<file path="src/rtl/fetch_pkg.sv">
// Shared types and defaults for the instruction-fetch sequencer.
// Holds the FSM encoding, the datapath width and the reset/trap vector defaults.
package fetch_pkg;

    localparam int XLEN = 32;

    localparam logic [XLEN-1:0] RESET_PC_DEFAULT = 32'h0000_0000;
    localparam logic [XLEN-1:0] TRAP_VEC_DEFAULT = 32'h0000_0010;

    typedef enum logic [1:0] {
        IDLE = 2'd0,
        REQ  = 2'd1,
        WAIT = 2'd2,
        HOLD = 2'd3
    } fetch_state_t;

    function automatic logic is_misaligned(input logic [XLEN-1:0] addr);
        return addr[1:0] != 2'b00;
    endfunction

endpackage

</file>
<file path="src/rtl/fetch_ctrl.sv">
// Instruction-fetch sequencer: picks the next PC, runs the imem request/response
// handshake and presents one fetched word at a time to decode.
module fetch_ctrl
    import fetch_pkg::*;
#(
    parameter logic [XLEN-1:0] RESET_PC = RESET_PC_DEFAULT,
    parameter logic [XLEN-1:0] TRAP_VEC = TRAP_VEC_DEFAULT
) (
    input  logic              clk,
    input  logic              reset,
    input  logic [XLEN-1:0]   pc,
    output logic [XLEN-1:0]   pc_next,
    output logic              imem_req,
    output logic [XLEN-1:0]   imem_addr,
    input  logic              imem_gnt,
    input  logic              imem_rvalid,
    input  logic [XLEN-1:0]   imem_rdata,
    output logic              instr_valid,
    output logic [XLEN-1:0]   instr,
    output logic [XLEN-1:0]   instr_pc,
    input  logic              instr_ready,
    input  logic              redirect_valid,
    input  logic [XLEN-1:0]   redirect_target,
    input  logic              trap,
    output logic              misalign,
    output fetch_state_t      state
);

    // Handshakes: a transfer happens in a cycle where valid and ready (imem_req/imem_gnt,
    // instr_valid/instr_ready) are both high; valid never depends on ready, and a
    // trap or redirect withdraws valid/req in the same cycle so nothing transfers.

    fetch_state_t state_q, state_d;
    logic         drop_q, drop_d;
    logic         kill;
    logic         redirect_mis;
    logic         handoff;
    logic         capture;

    assign kill         = trap | redirect_valid;
    assign redirect_mis = redirect_valid & is_misaligned(redirect_target);
    assign imem_addr    = pc;
    assign state        = state_q;

    always_comb begin
        state_d     = state_q;
        drop_d      = drop_q;
        imem_req    = 1'b0;
        instr_valid = 1'b0;
        capture     = 1'b0;
        handoff     = 1'b0;

        case (state_q)
            IDLE: state_d = REQ;
            REQ: begin
                imem_req = ~kill;
                if (imem_req && imem_gnt) state_d = WAIT;
            end
            WAIT: begin
                // A response that belongs to a squashed path is thrown away here.
                if (imem_rvalid) begin
                    drop_d = 1'b0;
                    if (drop_q || kill) begin
                        state_d = REQ;
                    end else begin
                        capture = 1'b1;
                        state_d = HOLD;
                    end
                end else if (kill) begin
                    drop_d = 1'b1;
                end
            end
            HOLD: begin
                instr_valid = ~kill;
                handoff     = instr_valid & instr_ready;
                if (kill || handoff) state_d = REQ;
            end
            default: state_d = IDLE;
        endcase

        if (trap)                pc_next = TRAP_VEC;
        else if (redirect_mis)   pc_next = TRAP_VEC;
        else if (redirect_valid) pc_next = redirect_target;
        else if (handoff)        pc_next = pc + 32'd4;
        else                     pc_next = pc;

        if (!reset) begin
            pc_next     = RESET_PC;
            imem_req    = 1'b0;
            instr_valid = 1'b0;
        end
    end

    always_ff @(posedge clk) begin
        if (!reset) begin
            state_q  <= IDLE;
            drop_q   <= 1'b0;
            instr    <= '0;
            instr_pc <= '0;
            misalign <= 1'b0;
        end else begin
            state_q  <= state_d;
            drop_q   <= drop_d;
            // A trap outranks the redirect, so its misaligned target raises no pulse.
            misalign <= redirect_mis & ~trap;
            if (capture) begin
                instr    <= imem_rdata;
                instr_pc <= pc;
            end
        end
    end

endmodule

</file>
<file path="config.mk">
export PLATFORM = sky130hd
export DESIGN_NAME = fetch_ctrl
export DESIGN_NICKNAME = d
export VERILOG_FILES = /design/src/rtl/fetch_pkg.sv /design/src/rtl/fetch_ctrl.sv
export SDC_FILE = /design/constraint.sdc
export NUM_CORES = 1
export LEC_CHECK = 0
export CORE_ASPECT_RATIO = 1.1
export CORE_MARGIN = 4
export CORE_UTILIZATION = 35
export CTS_BUF_LIST = sky130_fd_sc_hd__clkbuf_2 sky130_fd_sc_hd__clkbuf_4 sky130_fd_sc_hd__clkbuf_8
export DETAILED_ROUTE_END_ITERATION = 10
export PLACE_DENSITY = 0.77
export SYNTH_ARGS = -nofsm -noshare
export SYNTH_HDL_FRONTEND = slang
export SYNTH_SLANG_ARGS = --single-unit
</file>
<file path="constraint.sdc">
create_clock -name clk -period 2 [get_ports clk]
set_input_delay 0.2 -clock clk [delete_from_list [all_inputs] [get_ports clk]]
set_output_delay 0.2 -clock clk [all_outputs]
set_load 0.1 [all_outputs]
</file>
**Yosys cells after proc, flatten, opt, wreduce, memory -nomap -nowiden**

Index checks and enable logic that the tools add are counted.
W data, S select, Z words.

- Register bits after elaboration: 68
- Word-level logic and storage cells: 46

- Add/sub/neg operators: 1
- Eq/ne operators: 6
- Multiplexer cells: 20
- Bitwise gates (word level): 6
- Reductions and logical operators: 8

Operator list:

| kind | number |
|---|---|
| $mux W32 | 5 |
| $add A32 B3 Y32 const B | 1 |
| $mux W1 | 10 |
| $mux W2 | 4 |
| $pmux W2 S4 | 1 |
| $ne A2 B2 Y1 const B | 3 |
| $eq A2 B2 Y1 const B | 2 |
| $reduce_bool A2 Y1 | 2 |
| $and A1 B1 Y1 | 3 |
| $reduce_and A3 Y1 | 1 |
| $eq A2 B1 Y1 const B | 1 |
| $logic_not A2 Y1 | 1 |
| $logic_or A1 B1 Y1 | 2 |
| $not A1 Y1 | 2 |
| $reduce_and A2 Y1 | 1 |
| $logic_and A1 B1 Y1 | 1 |
| $or A1 B1 Y1 | 1 |

**Longest topological paths before layout**

Gate-level depths: netlist of the first run.

- Depth in word-level cells: 9
- Gate-level depth with buffers: 8
- Depth with buffers taken out: 7

**Worst setup path after synthesis of the first run**

No wires, ideal clock.

- Kind: register -> output
- Start point: register state_q[0], in the netlist state[0]
- End point: output pc_next[29]
- Arrival time: 4623 ps
- Data required time: 1800 ps
- Path slack: -2823 ps
- Stages on the path, launching flop included: 8
- Path buffers: 1
- Cells stage by stage: dfxtp_1 ha_1 nand4bb_1 buf_6 nor4_4 nand2_1 mux2i_1 a211oi_1

- Word-level cells in the longest chain between the ends: 7

Ends and longest elaborated chain:

| element | RTL line | text |
|---|---|---|
| from (decl) | fetch_ctrl.sv:33 | `fetch_state_t state_q, state_d;` |
| from (signal assigned) | fetch_ctrl.sv:102 | `state_q <= state_d;` |
| $eq A2 B2 Y1 | fetch_ctrl.sv:53 | `case (state_q)` |
| $mux W1 | fetch_ctrl.sv:53 |  |
| $mux W32 | fetch_ctrl.sv:84 | `else if (handoff) pc_next = pc + 32'd4;` |
| $mux W32 | fetch_ctrl.sv:83 | `else if (redirect_valid) pc_next = redirect_target;` |
| $mux W32 | fetch_ctrl.sv:82 | `else if (redirect_mis) pc_next = TRAP_VEC;` |
| $mux W32 | fetch_ctrl.sv:81 | `if (trap) pc_next = TRAP_VEC;` |
| $mux W32 | fetch_ctrl.sv:87 | `if (!reset) begin` |
| to (decl) | fetch_ctrl.sv:12 | `output logic [XLEN-1:0] pc_next,` |

No other way between the ends.

**Final worst setup path of the first run**

- Start point: input pc[13]
- End point: output pc_next[26]

- Word-level cells in the longest chain between the ends: 6

Ends and longest elaborated chain:

| element | RTL line | text |
|---|---|---|
| from (decl) | fetch_ctrl.sv:11 | `input logic [XLEN-1:0] pc,` |
| $add A32 B3 Y32 | fetch_ctrl.sv:84 |  |
| $mux W32 | fetch_ctrl.sv:84 |  |
| $mux W32 | fetch_ctrl.sv:83 |  |
| $mux W32 | fetch_ctrl.sv:82 |  |
| $mux W32 | fetch_ctrl.sv:81 |  |
| $mux W32 | fetch_ctrl.sv:87 |  |

No other way between the ends.

==> results_dict.tcl, run 1 <==
set metrics [dict create \
    syn_inst 514 \
    track_usage 0.261 \
    ys_seq_area_frac 0.350 \
    cp.required_ns 1.80 \
    hold_ws_ns 0.408 \
    dr.first_iter.drc_count 265 \
    period_share 1.22 \
    grt_pass1_wl_mm 26.5 \
    worstSkewPairLatency_ns 0.35 \
    finalNetCount 902 \
    power.density_nw_per_um2 519 \
    skew_ns 0.00928 \
    routed_wirelength_mm 17.9 \
    vias_per_cell 5.16 \
    yosys_most_used_dff "dfxtp_1" \
    maxCapViolCount 0 \
    n_fill_cell 705 \
    io_pins 236 \
    finalHoldViolations 0 \
    synth_most_common_cell "nand2_1" \
    cts_max_path_buffers 2 \
    synth_common_cells "152 x nand2_1, 68 x dfxtp_1, 64 x a21boi_0, 32 x buf_4, 24 x a21oi_1" \
    areaGrowthSynthToFinish_pct 114 \
    crit_arrival_ns 2.24 \
    yosysTopAreaCell "dfxtp_1" \
    ir_worst_vdd_uv 488 \
    ys_ff_latch 68 \
    grt_max_degree 49 \
    row_count 40 \
    cts_made_buffers 9 \
    grt-ovfl-total 0 \
    status "complete, but fails checks" \
    reg2reg_from "state[0]$_SDFFE_PN0P_" \
    async_reset_ff_frac 0 \
    final_antenna_net_count 0 \
    synth_cell_type_count 43 \
    routabilityCongestion 0.905 \
    p_leak_uw 0.00330 \
    violations "setup timing" \
    worstSetupPathType "in2out" \
    start_util 0.356 \
    dp_hpwl_mm 12.5 \
    synth.avg_cell_area_um2 7.57 \
    cp-end-kind "primary output" \
    synth_top_area_frac 0.350 \
    htreeDepth 3 \
    post-place-ws_ns -0.459 \
    via_count 4886 \
    worst_slack_ns -0.438 \
    period_minus_slack_ns 2.44 \
    dieArea_um2 12900 \
    syn-cell-area_um2 3890 \
    clock-root-buffer "clkbuf_8" \
    place_area_um2 7550 \
    fp.dieH_um 119 \
    setup_viol 29 \
    clock-sinks 68 \
    clk_pin_slew_ns 0.08 \
    cp-startpoint "pc[13]" \
    drc_errors 0 \
    final_area_um2 8310 \
    slew_headroom 0.604 \
    fp.dieW_um 109 \
    finish.utilization 0.762 \
    grt_pass1_vias 5065 \
    timing.final.max_slew_violations 0 \
    critPathMaxFanout 3 \
    core_um2 10900 \
    antenna_found_initial 0 \
    clock.fmax_mhz 410 \
    cts.hold.buffers_added 0 \
    ys_warn_count 0 \
    worst_pin_slew_ns 0.587 \
    synth_area_leaders "dfxtp_1 35%, nand2_1 15%, a21boi_0 12%" \
    worstHoldStart "imem_rdata[16]" \
    synth_nets 622 \
    rsz0062_at_grt "yes" \
    diodes 0 \
    synth_edf_count 0 \
    hold_path_class "in2reg" \
    wl_per_cell_um 19.0 \
    port_buffers 235 \
    cts_tree "built" \
    start_kind "primary input" \
    post_route_cells_drive_above_1_share 0.414 \
    first_pass_iters 4 \
]
==> layout by cell type (no fill, tap or decap), types with 3 or more instances in the layout <==
cell type	n
nand2_1	145
nand3_2	4
buf_4	144
and3_1	6
ha_1	4
a21boi_0	64
o21ai_4	4
clkbuf_8	9
a21oi_2	3
inv_1	7
and3b_2	3
nand2_2	4
a21oi_4	19
nand3_1	9
buf_6	9
nor2_4	3
xnor2_2	7
nor4_4	3
nand4_1	9
nor2_1	11
a211oi_4	3
and4_1	3
nand2_4	3
xor2_2	9
o21ai_0	18
clkdlybuf4s50_1	98
dfxtp_1	66
buf_12	73
xor2_1	8
==> flip-flops by register name, summed over array words and instances, names as in the netlist <==
register  count
instr        32
instr_pc     32
drop_q        1
state         2
misalign      1
==> power breakdown <==
part / internal, µW / switching, µW
logic: 662 / 996
clock network: 726 / 536
registers: 1370 / 13.9
==> cells by family (layout without fill, tap and decap cells) <==
| group | Yosys count | count (layout) | synth area share |
|---|---|---|---|
| xor+xnor | 26 | 26 | 0.0586 |
| buf+inv | 71 | 353 | 0.104 |
| compound gates | 122 | 122 | 0.206 |
| mux | 3 | 3 | 0.00772 |
| fa+ha+maj | 5 | 5 | 0.0161 |
| flops | 68 | 68 | 0.350 |
| simple gates | 219 | 222 | 0.258 |
==> per-stage QoR <==
stage               setup TNS, ns  instances  total power, µW
floorplan                  -11.79        514             2310
global placement            -7.74        910             2980
detailed placement         -13.75        910             3000
CTS                         -8.67        938             4290
global route               -12.02        946             4460
finish                      -8.96        946             4310
==> critical path, stage by stage <==
cell             delay, ns
clkdlybuf4s50_1       0.49
nand4_1               0.21
buf_4                 0.21
nor3_2                0.21
buf_4                 0.17
nand4_1               0.17
xor2_2                0.21
a21oi_4               0.16
buf_12                0.19
==> final timing paths <==
check	endpoint	slack, ns	depth (start not counted)
max	pc_next[26]	-0.44	9
min	instr[16]$_SDFFE_PN0P_	0.41	3
max reg2reg	instr_pc[16]$_SDFFE_PN0P_	0.08	8
min reg2reg	instr_pc[1]$_SDFFE_PN0P_	0.46	2
==> per-layer routing <==
layer  track usage  vias up  routed length [µm]
met3        0.0776       65                1690
met4         0.113        0                 767
met5             0        -                   0
li1              -     2251                   -
met1         0.269     2331                5980
met2         0.477      239                9500
==> area by class of cell <==
| type | count | area, µm² | area share |
|---|---|---|---|
| clock buffers | 11 | 139 | 0.0167 |
| clock inverters | 5 | 77.6 | 0.00934 |
| inverters | 8 | 30.0 | 0.00361 |
| multi-input cells | 378 | 2830 | 0.340 |
| flip-flops and latches | 68 | 1370 | 0.165 |
| well taps | 147 | 184 | 0.0221 |
| repair buffers | 329 | 3680 | 0.443 |
==> what timing repair did <==
item,4_1_cts,5_1_grt
cloned,4,1
buffers inserted,8,9
endpoints found under the setup margin,31,48
hold endpoints to repair,0,0
pin swaps,24,31
gates resized for setup,46,32
No activity file was read; power rests on OpenSTA's default activity.
==> inputs of run 2 (changes only) <==
Settings changed: CORE_ASPECT_RATIO 1.1 to 1.75.
==> run 2 against run 1 <==
  * The flow still finishes with violations (setup timing)
  * Register-to-register slack gained 0.07 ns
  * Clock skew shrank 0.0016 ns
  * Sequential power is essentially flat
  * Core utilization shrank 0.65 points
  * Count of clock-buffer cells in the layout grew 1
  * Cell count shrank 3.0%
  * Cell area shrank 2.2%
==> results_dict.tcl, run 2 (same netlist as run 1, synthesis figures left out) <==
set metrics [dict create \
    status "complete, but fails checks" \
    violations "setup timing" \
    cp-startpoint "state[1]$_SDFFE_PN0P_" \
    crit_arrival_ns 2.25 \
    final_antenna_net_count 0 \
    clock-sinks 68 \
    grt_max_degree 52 \
    first_pass_iters 6 \
    period_minus_slack_ns 2.45 \
    p_sw_frac 0.353 \
    hold_path_class "in2reg" \
    worstSkewPairLatency_ns 0.35 \
    critPathBufInv 3 \
    clkPwrFrac 0.301 \
    fp.dieW_um 87.7 \
    r2r_end "instr_pc[8]$_SDFFE_PN0P_" \
    dieArea_um2 12900 \
    cp-end-kind "primary output" \
    clock-root-buffer "clkbuf_8" \
    p_leak_uw 0.00318 \
    dp_hpwl_mm 12.5 \
    dpl.cell_count 891 \
    hold_path_depth 4 \
    routed_wirelength_mm 16.7 \
    track_usage 0.251 \
    worst_slack_ns -0.454 \
    cp-endpoint "pc_next[28]" \
    period_share 1.23 \
    switchingPower_uw 1520 \
    rsz0062_at_grt "yes" \
    critPathMaxFanout 10 \
    grt_pass1_vias 4877 \
    setup_viol 29 \
    critical_path.max_stage_delay_ns 0.36 \
    skew_ns 0.00770 \
    worstSetupPathType "reg2out" \
    vias_per_cell 5.15 \
    drc_errors 0 \
    cts_tree "built" \
    reg2reg_from "state[0]$_SDFFE_PN0P_" \
    path_cells "ha_4, nand4bb_1, buf_6, nor4_4, buf_6, and4bb_1, xnor2_2, o21ai_4, buf_12" \
    slowest_stage "dfxtp_4" \
    ff2ff_setup_slack_ns 0.15 \
    port_buffers 235 \
    combPwrFrac 0.377 \
    wl_per_cell_um 18.1 \
    antenna_found_initial 0 \
    core_um2 10800 \
    post_route_cells_drive_above_1_share 0.397 \
    final_cell_mix "147 x nand2_1, 136 x buf_4, 101 x clkdlybuf4s50_1, 74 x buf_12, 66 x dfxtp_1" \
    power.internal_uw 2790 \
    areaGrowthSynthToFinish_pct 109 \
    maxCapViolCount 0 \
    cts_max_path_buffers 2 \
    power.total_uw 4310 \
    routabilityCongestion 0.860 \
    via_count 4732 \
    start_util 0.361 \
    grt-ovfl-total 0 \
    cts_made_buffers 9 \
    path_delay_family "simple AND/OR/NAND/NOR gates" \
    io_pins 236 \
    finalHoldViolations 0 \
    crit_top_cell "buf_6" \
    start_kind "flop" \
    timing.final.max_slew_violations 0 \
    final_cell_count_no_fill 918 \
    slew_headroom 0.696 \
    power_frac_seq 0.322 \
    finalNetCount 891 \
    dr.first_iter.drc_count 202 \
    ir_worst_vdd_uv 456 \
    htreeDepth 3 \
    fp.dieH_um 147 \
    worst_pin_slew_ns 0.457 \
    cp.required_ns 1.80 \
    reg2reg_depth 9 \
    power.density_nw_per_um2 530 \
    cts.hold.buffers_added 0 \
    row_count 50 \
    diodes 0 \
    clk_pin_slew_ns 0.07 \
    clock.fmax_mhz 407 \
    final_common_cell "nand2_1" \
    grt_pass1_wl_mm 25.3 \
    crit_cells 9 \
]
## run 2: how the worst min path moves through the flow
stage | startpoint | endpoint | slack, ns
6_report | reset | drop_q$_SDFFE_PN0P_ | 0.33
4_1_cts | reset | state[0]$_SDFFE_PN0P_ | 0.32
3_3_place_gp | instr[19]$_SDFFE_PN0P_ | instr[19]$_SDFFE_PN0P_ | 0.45
3_5_place_dp | instr[19]$_SDFFE_PN0P_ | instr[19]$_SDFFE_PN0P_ | 0.46
5_1_grt | reset | state[0]$_SDFFE_PN0P_ | 0.33
2_1_floorplan | trap | misalign$_SDFF_PN0_ | 0.28
## run 2: power by group through the flow
stage          registers (µW)  clock network (µW)  logic, µW
3_3_place_gp             1420                   0       1560
6_report                 1390                1300       1620
4_1_cts                  1390                1320       1600
5_1_grt                  1390                1390       1680
2_1_floorplan            1550                   0        762
3_5_place_dp             1420                   0       1580
## run 2: final cells by class
class / count / area, µm²
fillers: 693 / 2640
multi-input cells: 375 / 2720
well taps: 130 / 163
clock buffers: 12 / 153
clock inverters: 4 / 72.6
inverters: 8 / 30.0
flip-flops and latches: 68 / 1370
repair buffers: 321 / 3620
## run 2: timing repair
item	in CTS	in global routing
gates resized for setup	33	27
pin swaps	15	25
setup endpoints to repair	30	68
buffers inserted	7	6
## run 2: worst reg2reg max path, delay by kind of cell (launching register included)
family / cells / cell delay [ns]
DFF: 1 / 0.36
adders and majority gates: 1 / 0.23
AOI/OAI and AO/OA: 1 / 0.21
buffers and inverters: 4 / 0.60
and+or+nand+nor: 3 / 0.37
## run 2: stage by stage
stage / hold WS (ns) / utilization / setup WS [ns] / instance area [µm²] / setup TNS, ns
final: 0.333 / 0.755 / -0.454 / 8130 / -9.95
after global routing: 0.332 / 0.755 / -0.550 / 8130 / -12.22
after CTS: 0.319 / 0.739 / -0.465 / 7950 / -9.47
after detailed placement: 0.456 / 0.699 / -0.426 / 7530 / -8.83
after global placement: 0.450 / 0.699 / -0.407 / 7530 / -7.31
after floorplan: 0.276 / - / -0.727 / 4240 / -11.79
## run 2: metal layers
| layer | GRT usage | part of all wire | up-vias |
|---|---|---|---|
| met5 | 0 | 0 | - |
| met4 | 0.123 | 0.034 | 0 |
| met3 | 0.0653 | 0.069 | 43 |
| met2 | 0.461 | 0.56 | 202 |
| met1 | 0.252 | 0.34 | 2261 |
| li1 | - | - | 2226 |
==> inputs of run 3 (changes only) <==
Settings changed: HOLD_SLACK_MARGIN from default to 0.12.
==> results of run 3 <==
Same layout as run 2: the final DEF is identical, and so are final timing and power.
